$ cat src/rtl/feedback_scorer.sv
// Mastermind-style guess scorer: walks the 4 exact positions, then all 16 guess/secret
// pairs for partial matches, so the latency is fixed. Also keeps the sticky win/lose flags.
module feedback_scorer #(
  parameter int unsigned DIGIT_W = 3
) (
  input  logic               clk_i,
  input  logic               rst_ni,
  input  logic               start_i,
  input  logic [DIGIT_W-1:0] guess3_i,
  input  logic [DIGIT_W-1:0] guess2_i,
  input  logic [DIGIT_W-1:0] guess1_i,
  input  logic [DIGIT_W-1:0] guess0_i,
  input  logic [DIGIT_W-1:0] secret3_i,
  input  logic [DIGIT_W-1:0] secret2_i,
  input  logic [DIGIT_W-1:0] secret1_i,
  input  logic [DIGIT_W-1:0] secret0_i,
  input  logic               last_turn_i,
  output logic               busy_o,
  output logic               done_o,
  output logic [2:0]         exact_o,
  output logic [2:0]         partial_o,
  output logic               win_o,
  output logic               lose_o
);

  localparam int unsigned CNT_W = 5;

  typedef enum logic [1:0] {
    S_IDLE,
    S_EXACT,
    S_PARTIAL,
    S_DONE
  } state_e;

  state_e                    state_q;
  logic [3:0][DIGIT_W-1:0]   g_q;
  logic [3:0][DIGIT_W-1:0]   s_q;
  logic [3:0]                g_match_q;
  logic [3:0]                s_used_q;
  logic                      last_q;
  logic [CNT_W-1:0]          cnt_q;
  logic [2:0]                exact_q;
  logic [2:0]                partial_q;
  logic                      busy_q;
  logic                      done_q;
  logic                      win_q;
  logic                      lose_q;

  logic [1:0]                idx_i_c;
  logic [1:0]                idx_j_c;
  logic                      exact_hit_c;
  logic                      partial_hit_c;

  // Pair indices come straight from the scan counter: i in [3:2], j (or p) in [1:0].
  always_comb begin
    idx_i_c       = cnt_q[3:2];
    idx_j_c       = cnt_q[1:0];
    exact_hit_c   = (g_q[idx_j_c] == s_q[idx_j_c]);
    partial_hit_c = !g_match_q[idx_i_c] && !s_used_q[idx_j_c] &&
                    (g_q[idx_i_c] == s_q[idx_j_c]);
  end

  always_ff @(posedge clk_i or negedge rst_ni) begin
    if (!rst_ni) begin
      state_q   <= S_IDLE;
      g_q       <= '0;
      s_q       <= '0;
      g_match_q <= '0;
      s_used_q  <= '0;
      last_q    <= 1'b0;
      cnt_q     <= '0;
      exact_q   <= 3'd0;
      partial_q <= 3'd0;
      busy_q    <= 1'b0;
      done_q    <= 1'b0;
      win_q     <= 1'b0;
      lose_q    <= 1'b0;
    end else begin
      unique case (state_q)
        S_IDLE: begin
          done_q <= 1'b0;
          if (start_i && !win_q && !lose_q) begin
            g_q       <= {guess3_i, guess2_i, guess1_i, guess0_i};
            s_q       <= {secret3_i, secret2_i, secret1_i, secret0_i};
            last_q    <= last_turn_i;
            g_match_q <= '0;
            s_used_q  <= '0;
            exact_q   <= 3'd0;
            partial_q <= 3'd0;
            cnt_q     <= '0;
            busy_q    <= 1'b1;
            state_q   <= S_EXACT;
          end
        end
        S_EXACT: begin
          if (exact_hit_c) begin
            exact_q            <= exact_q + 3'd1;
            g_match_q[idx_j_c] <= 1'b1;
            s_used_q[idx_j_c]  <= 1'b1;
          end
          if (idx_j_c == 2'd3) begin
            cnt_q   <= '0;
            state_q <= S_PARTIAL;
          end else begin
            cnt_q <= cnt_q + CNT_W'(1);
          end
        end
        S_PARTIAL: begin
          // cnt_q[4] set means all 16 pairs have been visited.
          if (cnt_q[4]) begin
            busy_q  <= 1'b0;
            done_q  <= 1'b1;
            state_q <= S_DONE;
            if (exact_q == 3'd4) begin
              win_q <= 1'b1;
            end else if (last_q) begin
              lose_q <= 1'b1;
            end
          end else begin
            if (partial_hit_c) begin
              partial_q          <= partial_q + 3'd1;
              g_match_q[idx_i_c] <= 1'b1;
              s_used_q[idx_j_c]  <= 1'b1;
            end
            cnt_q <= cnt_q + CNT_W'(1);
          end
        end
        S_DONE: begin
          done_q  <= 1'b0;
          state_q <= S_IDLE;
        end
        default: state_q <= S_IDLE;
      endcase
    end
  end

  assign busy_o    = busy_q;
  assign done_o    = done_q;
  assign exact_o   = exact_q;
  assign partial_o = partial_q;
  assign win_o     = win_q;
  assign lose_o    = lose_q;

endmodule

$ cat config.mk
export PLATFORM = sky130hd
export DESIGN_NAME = feedback_scorer
export DESIGN_NICKNAME = d
export VERILOG_FILES = /design/src/rtl/feedback_scorer.sv
export SDC_FILE = /design/constraint.sdc
export NUM_CORES = 1
export LEC_CHECK = 0
export CAP_MARGIN = 20
export CORE_MARGIN = 3
export CORE_UTILIZATION = 55
export CTS_BUF_LIST = sky130_fd_sc_hd__clkbuf_4 sky130_fd_sc_hd__clkbuf_8 sky130_fd_sc_hd__clkbuf_16
export DETAILED_ROUTE_END_ITERATION = 10
export MAX_ROUTING_LAYER = met4
export PLACE_DENSITY = 0.8
export REMOVE_ABC_BUFFERS = 1
export SLEW_MARGIN = 20
export SYNTH_ARGS = -nofsm -noshare
export SYNTH_HDL_FRONTEND = slang
export SYNTH_SLANG_ARGS = --single-unit
$ cat constraint.sdc
create_clock -name clk_i -period 2.71 [get_ports clk_i]
set_input_delay 0.542 -clock clk_i [delete_from_list [all_inputs] [get_ports clk_i]]
set_output_delay 0.542 -clock clk_i [all_outputs]
set_load 0.1 [all_outputs]
==> metrics.txt, run 1 <==
CP max-delay cell clkdlybuf4s50_1; Placed Area 0.00325 sq mm; Setup Skew 0.0130 ns; routability cong. 0.870; crit path DAT 2.49 ns; Req. time, crit path 2.90 ns; fill cell count 351; number of global-route vias before repair 1,959; pre-CTS setup slack 0.0970 ns; Synth area leader dfrtp_1; fin area 0.00336 sq mm; Synth Area in XOR/XNOR 1.91%; die width 76.8 microns; complex-gate fraction of the synthesized area 12.2%; Reg power frac 32.3%; Post-synth top flop dfrtp_1; num ports 38; most common cell after layout, fill and taps aside dfrtp_1; # setup viols final 0; Die Area 0.00590 sq mm; largest net degree at the start of global routing 33; first-pass iteration count of the detailed router 4; fin crit period 2.30 ns; Sw Ratio 41.0%; VDD IR max 0.512 mV; clock net sink count 50; Peak Freq 434 MHz; cells resized by post-CTS repair 0; CTS tree built; Pins Over Slew Limit 0; area of the core 0.00479 sq mm; synthesized flop and latch total 50; Distinct cells, synth 46; max_slew headroom 68.2%; most frequent cells in the layout dfrtp_1, mux2_1, clkdlybuf4s50_1, buf_4, nand2_1; Int Power 0.00225 W; max_cap viols 0; H-Tree Level Count 2; mux cell area share after synthesis 21.6%; TritonCTS buffer count 5; setup ws final 0.408 ns; Synth Area in Adders 5.44%; largest family of logic cells by synthesized area multiplexers; total grt overflow 0; nets 314; Synth Instances 228; post-synth top area share 45.4%; Post-DRT Antenna Nets 0; Post-synth EDFFs 0; sequential fraction of the synthesis area 45.4%; clock root buffer master clkbuf_8; combinational share of power 53.8%; Tightest Pin Transition 0.477 ns; DRC Markers 0; P_leak 1.46 nW; Sw Pwr 0.00157 W; FFs w/ async S/R, synth 100%; first-pass GRT wire length 9.21 mm; Mapped Avg Cell Area 12.1 sq um; wire length per cell 15.4 microns; worst skew pair latency 0.31 ns; gr usage total 19.9%; delay of the slowest critical-path stage 0.46 ns; outcome finished clean; initial antenna violation count 0; clock share of power 13.9%; number of synthesis warnings 0; layout cells sized above 1 17.5%; Reg clk slew, reported paths 0.10 ns; simple logic cell fraction of the synthesized area 9.26%; # Post-CTS Setup Buffers 0; Final Cycle Share 85.0%; Vias 1,982; post-DP HPWL 4.02 mm; Antenna diodes 0; routed vias/inst 5.80; std cell rows 25; area grow syn2layout 21.8%; Starting DRT DRC Count 87; Startpoint Class input pin; DIE HEIGHT 76.8 microns; CP Class in2reg; Final Hold Viols 0; Hold Buf Count CTS 0; wirelength, routed 5.27 mm; Initial Utilization 57.6%; dominant cells by area after synthesis dfrtp_1, mux2_1, mux4_1; port bufs 37; endpoint type of the worst setup path register; worst min path class in2async; Clock Path Buffers 2; RSZ-0062 raised after global routing no; worst path cell trace clkdlybuf4s50_1, or3b_1, a2111oi_0, a41o_1, and3b_1, buf_12, nor3_2; PD cells 1140 mW/mm^2; synthesized cell area 0.00276 sq mm; CP max FO 8
synthesized netlist by cell type, drive strengths merged (3+ instances only):
cell,number
nand4,3
a22o,3
o211ai,3
a31oi,6
ha,12
clkbuf,5
xnor2,6
mux2,27
and2,3
nor3,4
a21oi,8
nand2,14
mux4,11
inv,10
nand3,3
o21ai,11
buf,9
dfrtp,50
nor2,12
routing by layer:
metal  up-vias  part of all wire [%]  GRT usage (%)  wire length [microns]
li1        943                     -              -                      -
met1       976                    46           25.9                   2410
met2        54                    48           32.1                   2550
met3         9                   4.6           4.23                    242
met4         0                   1.2           4.89                     65
met5         -                     0              -                      0
metrics by stage:
stage / setup TNS [ns] / power [W] / std cells / util [%] / hold slack (ns)
floorplan: -0.471 / 0.00261 / 214 / - / 0.246
global placement: 0 / 0.00322 / 334 / 67.8 / 0.462
finish: 0 / 0.00382 / 342 / 70.2 / 0.157
global route: 0 / 0.00409 / 342 / 70.2 / 0.172
detailed placement: 0 / 0.00330 / 334 / 67.8 / 0.472
CTS: 0 / 0.00384 / 342 / 70.2 / 0.165
power by group through the flow:
stage                     clock (W)  sequential (W)  combinational, W
after global routing       0.000585         0.00127           0.00223
after global placement            0         0.00123           0.00200
after detailed placement          0         0.00125           0.00205
after floorplan                   0         0.00141           0.00120
after CTS                  0.000548         0.00123           0.00206
final                      0.000528         0.00123           0.00205
final timing paths:
check	from	endpoint	slack (ns)	cells past startpoint
setup / recovery	start_i	g_match_q[1]	0.41	7
hold / removal	rst_ni	cnt_q[4]	0.16	1
setup reg to reg	cnt_q[0]	exact_o[0]	0.43	6
hold reg to reg	s_q[4]	s_q[4]	0.49	1
max in group asynchronous	rst_ni	cnt_q[1]	1.81	2
min in group clk_i	s_q[4]	s_q[4]	0.49	1
sequential cells by signal, summed over array words and instances (netlist names), 2 cells and up:
name	count
g_q	12
s_q	12
cnt_q	5
g_match_q	4
s_used_q	4
exact_o	3
partial_o	3
state_q	2
cell type report:
cell class                 instances  area, sq um  share of cell area, %
clock buffer                       5         68.8                   2.05
sequential                        50         1250                   37.3
timing repair buffer              53          485                   14.5
tap                               67         83.8                   2.50
inverter                          10         37.5                   1.12
clock inverter                     3         43.8                   1.30
multi-input combinational        154         1390                   41.3
logic make-up (layout without fill, tap and decap cells):
logic type | after synthesis | after routing
AOI/OAI and AO/OA | 47 | 47
buffers and inverters | 24 | 71
adders and majority gates | 12 | 12
xor gates and xnor gates | 6 | 6
muxes | 40 | 40
DFF | 50 | 50
and+or+nand+nor | 49 | 49
worst max-delay path, delay by kind of cell:
family / cells / cell delay [ns]
AND/OR/NAND/NOR: 3 / 0.71
AO/OA/AOI/OAI: 2 / 0.64
buffers and inverters: 2 / 0.60
No activity file was read; power rests on OpenSTA's default activity.
==> run 2, diff against run 1 <==
==> constraint.sdc (replaced) <==
create_clock -name clk_i -period 2.35 [get_ports clk_i]
set_input_delay 0.47 -clock clk_i [delete_from_list [all_inputs] [get_ports clk_i]]
set_output_delay 0.47 -clock clk_i [all_outputs]
set_load 0.1 [all_outputs]
==> run 2 against run 1 <==
Against the previous run: critical path depth is 2 lower; via count is 1.1% lower; register-to-register slack worse by 0.31 ns; die area stayed put; flip-flop and latch count stayed put; worst setup slack worse by 0.29 ns; first-iteration DRC count is 5.7% lower; largest cell class unchanged.
==> metrics.txt, run 2 (synthesis results as in run 1) <==
Die Area 0.00590 sq mm; max_cap viols 0; P_leak 1.49 nW; first-pass iteration count of the detailed router 4; final design utilization 71.0%; worst min path class in2async; Reg2Reg Depth 5; fin area 0.00340 sq mm; area grow syn2layout 23.3%; Final Hold Viols 0; Setup Skew 0.0126 ns; post-DP HPWL 4.06 mm; RR Endpoint partial_o[0]; Startpoint Class register; FF-to-FF setup slack 0.12 ns; Clock Path Buffers 2; endpoint type of the worst setup path register; TritonCTS buffer count 5; clock net sink count 50; worst skew pair latency 0.31 ns; first-pass GRT wire length 9.74 mm; nets 321; H-Tree Level Count 2; biggest registers after layout g_q (12), s_q (12), cnt_q (5); Pins Over Slew Limit 0; gr usage total 21.2%; PD cells 1310 mW/mm^2; fill cell count 359; # setup viols final 0; Reg clk slew, reported paths 0.10 ns; CP max FO 6; outcome finished clean; VDD IR max 0.562 mV; wire length per cell 15.5 microns; Antenna diodes 0; std cell rows 25; Vias 1,961; port bufs 37; initial antenna violation count 0; total grt overflow 0; clock root buffer master clkbuf_8; RSZ-0062 raised after global routing yes; largest net degree at the start of global routing 27; Reg-to-Reg Start cnt_q[2]; wirelength, routed 5.43 mm; max_slew headroom 70.1%; Post-DRT Antenna Nets 0; routed vias/inst 5.62; Tightest Pin Transition 0.449 ns; CTS tree built; Initial Utilization 57.6%; Req. time, crit path 2.55 ns; Final Cycle Share 95.0%; DRC Markers 0; routability cong. 0.850; Starting DRT DRC Count 82; DIE HEIGHT 76.8 microns; area of the core 0.00479 sq mm; num ports 38; layout cells sized above 1 20.6%; fin crit period 2.23 ns; Peak Freq 448 MHz; Placed Area 0.00328 sq mm; most common cell after layout, fill and taps aside dfrtp_1; die width 76.8 microns; Hold Buf Count CTS 0; crit path DAT 2.44 ns; most frequent cells in the layout dfrtp_1, buf_4, mux2_1, clkdlybuf4s50_1, nand2_1; number of global-route vias before repair 2,076; Power Total 0.00446 W; CP Class reg2reg
==> run 2: per-stage QoR <==
stage / hold WS, ns / setup WS (ns) / instances / TNS [ns]
5_1_grt: 0.0994 / -0.0145 / 349 / -0.0407
4_1_cts: 0.0823 / 0.0554 / 348 / 0
6_report: 0.0743 / 0.117 / 349 / 0
3_3_place_gp: 0.422 / -0.126 / 340 / -0.984
3_5_place_dp: 0.421 / -0.166 / 340 / -2.03
2_1_floorplan: 0.174 / -0.625 / 214 / -10.34
==> run 2: how the worst max path moves through the flow <==
stage / start / end / slack (ns) / cells past startpoint
floorplan: win_o / partial_o[2] / -0.63 / 5
global placement: start_i / g_match_q[1] / -0.13 / 7
detailed placement: start_i / g_match_q[1] / -0.17 / 7
CTS: cnt_q[0] / g_match_q[1] / 0.06 / 7
global route: cnt_q[0] / exact_o[0] / -0.01 / 6
finish: cnt_q[2] / partial_o[0] / 0.12 / 5
==> run 2: layout make-up <==
| class | instances | area [sq um] | share of cell area (%) |
|---|---|---|---|
| multi-input combinational | 154 | 1390 | 40.9 |
| sequential | 50 | 1250 | 36.8 |
| timing repair buffer | 60 | 526 | 15.5 |
| tap | 67 | 83.8 | 2.47 |
| clock buffer | 5 | 68.8 | 2.02 |
| clock inverter | 3 | 40.0 | 1.18 |
| inverter | 10 | 37.5 | 1.10 |
==> run 2: worst max-delay path, cell delays in order (launching register included) <==
cell and delay, ns:
dfrtp_1 0.50, mux4_1 0.62, xnor2_1 0.26, nand4_1 0.15, or2_1 0.27, a221o_1 0.32
==> run 2: per-layer routing <==
layer | wire [microns] | part of all wire [%] | GRT usage [%] | vias to the layer above
met3 | 330 | 6.1 | 4.93 | 10
met5 | 0 | 0 | - | -
met2 | 2640 | 49 | 34.8 | 55
met4 | 77 | 1.4 | 7.25 | 0
li1 | - | - | - | 947
met1 | 2380 | 44 | 25.7 | 949
==> run 2: where the power goes <==
| part | total (W) | internal (W) | switching, W |
|---|---|---|---|
| Combinational | 0.00241 | 0.00113 | 0.00128 |
| Clock | 0.000607 | 0.000314 | 0.000294 |
| Sequential | 0.00144 | 0.00119 | 0.000244 |
| Total | 0.00446 | 0.00264 | 0.00182 |
==> run 2: timing repair <==
action                     in CTS  in global routing
setup endpoints to repair       9                  9
resized for setup               1                  2
setup buffers                   0                  1
pin swaps                       0                  1
==> run 3, diff against run 2 <==
--- a/config.mk
+++ b/config.mk
@@ -6,12 +6,14 @@
 export NUM_CORES = 1
 export LEC_CHECK = 0
 export CAP_MARGIN = 20
+export CELL_PAD_IN_SITES_DETAIL_PLACEMENT = 0
+export CELL_PAD_IN_SITES_GLOBAL_PLACEMENT = 1
 export CORE_MARGIN = 3
-export CORE_UTILIZATION = 55
+export CORE_UTILIZATION = 44
 export CTS_BUF_LIST = sky130_fd_sc_hd__clkbuf_4 sky130_fd_sc_hd__clkbuf_8 sky130_fd_sc_hd__clkbuf_16
 export DETAILED_ROUTE_END_ITERATION = 10
 export MAX_ROUTING_LAYER = met4
-export PLACE_DENSITY = 0.8
+export PLACE_DENSITY_LB_ADDON = 0.1
 export REMOVE_ABC_BUFFERS = 1
 export SLEW_MARGIN = 20
 export SYNTH_ARGS = -nofsm -noshare
==> run 3 against run 2 <==
Against the previous run: clock skew shrank 0.00078 ns; die area grew 23%; first-iteration DRC count shrank 34%; worst setup slack lost 0.026 ns; combinational power grew 6%; non-clock buffer count is the same; sequential share of layout area shrank 0.57 points; critical path type unchanged.
==> metrics.txt, run 3 (synthesis results as in run 1) <==
Hold Buf Count CTS 0; outcome finished clean; Tightest Pin Transition 0.397 ns; CP max FO 8; Starting DRT DRC Count 54; Final Cycle Share 96.1%; max_slew headroom 72.9%; Req. time, crit path 2.54 ns; area grow syn2layout 25.1%; Post-DRT Antenna Nets 0; Startpoint Class register; max_cap viols 0; Die Area 0.00725 sq mm; most frequent cells in the layout dfrtp_1, buf_4, mux2_1, clkdlybuf4s50_1, nand2_1; initial antenna violation count 0; worst skew pair latency 0.31 ns; wire length per cell 15.8 microns; VDD IR max 0.817 mV; endpoint type of the worst setup path register; wirelength, routed 5.65 mm; routability cong. 0.848; first-pass GRT wire length 9.85 mm; Initial Utilization 46.0%; Reg clk slew, reported paths 0.10 ns; first-pass iteration count of the detailed router 4; num ports 38; total grt overflow 0; WHS 0.0751 ns; H-Tree Level Count 2; layout cells sized above 1 20.9%; Vias 1,958; PD cells 1310 mW/mm^2; # setup viols final 0; CP Class reg2reg; Clock Path Buffers 2; DIE HEIGHT 85.2 microns; RSZ-0062 raised after global routing no; clock root buffer master clkbuf_8; biggest registers after layout g_q (12), s_q (12), cnt_q (5); area of the core 0.00599 sq mm; most common cell after layout, fill and taps aside dfrtp_1; fin crit period 2.26 ns; CTS tree built; Final Hold Viols 0; P_leak 1.51 nW; TritonCTS buffer count 5; number of global-route vias before repair 2,068; gr usage total 17.4%; std cell rows 28; fill cell count 519; port bufs 37; worst min path class in2async; die width 85.2 microns; DRC Markers 0; clock net sink count 50; Power Total 0.00450 W; post-DP HPWL 4.22 mm; largest net degree at the start of global routing 27; Antenna diodes 0; Setup Skew 0.0118 ns; routed vias/inst 5.48; crit path DAT 2.45 ns; Pins Over Slew Limit 0; nets 321; Peak Freq 443 MHz
run 3: cell types whose count changed in the layout (fill, tap and decap cells not counted), sizes merged:
cell and change:
clkinv -2, inv +1, clkinvlp +1, clkbuf +1
bufinv -1
run 3: cell type report:
class | instances | area, sq um | share of cell area (%)
multi-input cells | 154 | 1420 | 41.1
clock buffers | 6 | 82.6 | 2.39
inverters | 10 | 37.5 | 1.09
flip-flops and latches | 50 | 1250 | 36.3
repair buffers | 60 | 551 | 16.0
well taps | 75 | 93.8 | 2.72
clock inverters | 2 | 16.3 | 0.472
run 3: critical path, stage by stage, from the launching register on:
cell and delay (ns):
dfrtp_1 0.39, buf_12 0.14, mux4_2 0.55, xnor2_1 0.27, nand4_1 0.18, or2_1 0.28
a221o_1 0.32
run 3: repair_timing:
action,4_1_cts,5_1_grt
gates resized for setup,0,4
buffers inserted,0,0
endpoints found under the hold margin,0,0
endpoints found under the setup margin,0,13
run 3: per-layer routing:
| layer | wire (microns) | vias up | GRT usage (%) |
|---|---|---|---|
| li1 | - | 951 | - |
| met1 | 2720 | 962 | 22.4 |
| met2 | 2730 | 41 | 29.2 |
| met3 | 170 | 4 | 2.72 |
| met4 | 32 | 0 | 3.88 |
| met5 | 0 | - | - |
run 3: worst paths after layout:
check / from / endpoint / slack, ns / cells past startpoint
max: cnt_q[0] / partial_o[0] / 0.09 / 6
min reg2reg: s_q[4] / s_q[4] / 0.49 / 1
min: rst_ni / cnt_q[0] / 0.08 / 1
max reg2reg: cnt_q[0] / partial_o[0] / 0.09 / 6
min in group clk_i: s_q[4] / s_q[4] / 0.49 / 1
max in group asynchronous: rst_ni / s_used_q[2] / 1.67 / 2
run 3: metrics by stage:
| stage | std cells | area, sq um | util, % | setup TNS [ns] | setup WS, ns |
|---|---|---|---|---|---|
| global placement | 349 | 3320 | 55.4 | -1.03 | -0.133 |
| detailed placement | 349 | 3320 | 55.4 | -1.34 | -0.167 |
| CTS | 357 | 3420 | 57.1 | 0 | 0.0324 |
| floorplan | 214 | 2680 | - | -10.34 | -0.625 |
| global route | 357 | 3450 | 57.6 | 0 | 0.00374 |
| finish | 357 | 3450 | 57.6 | 0 | 0.0909 |
run 3: power by group:
part	internal (W)	switching [W]	total [W]
clock network	0.000243	0.000300	0.000543
registers	0.00119	0.000218	0.00141
logic	0.00121	0.00133	0.00255
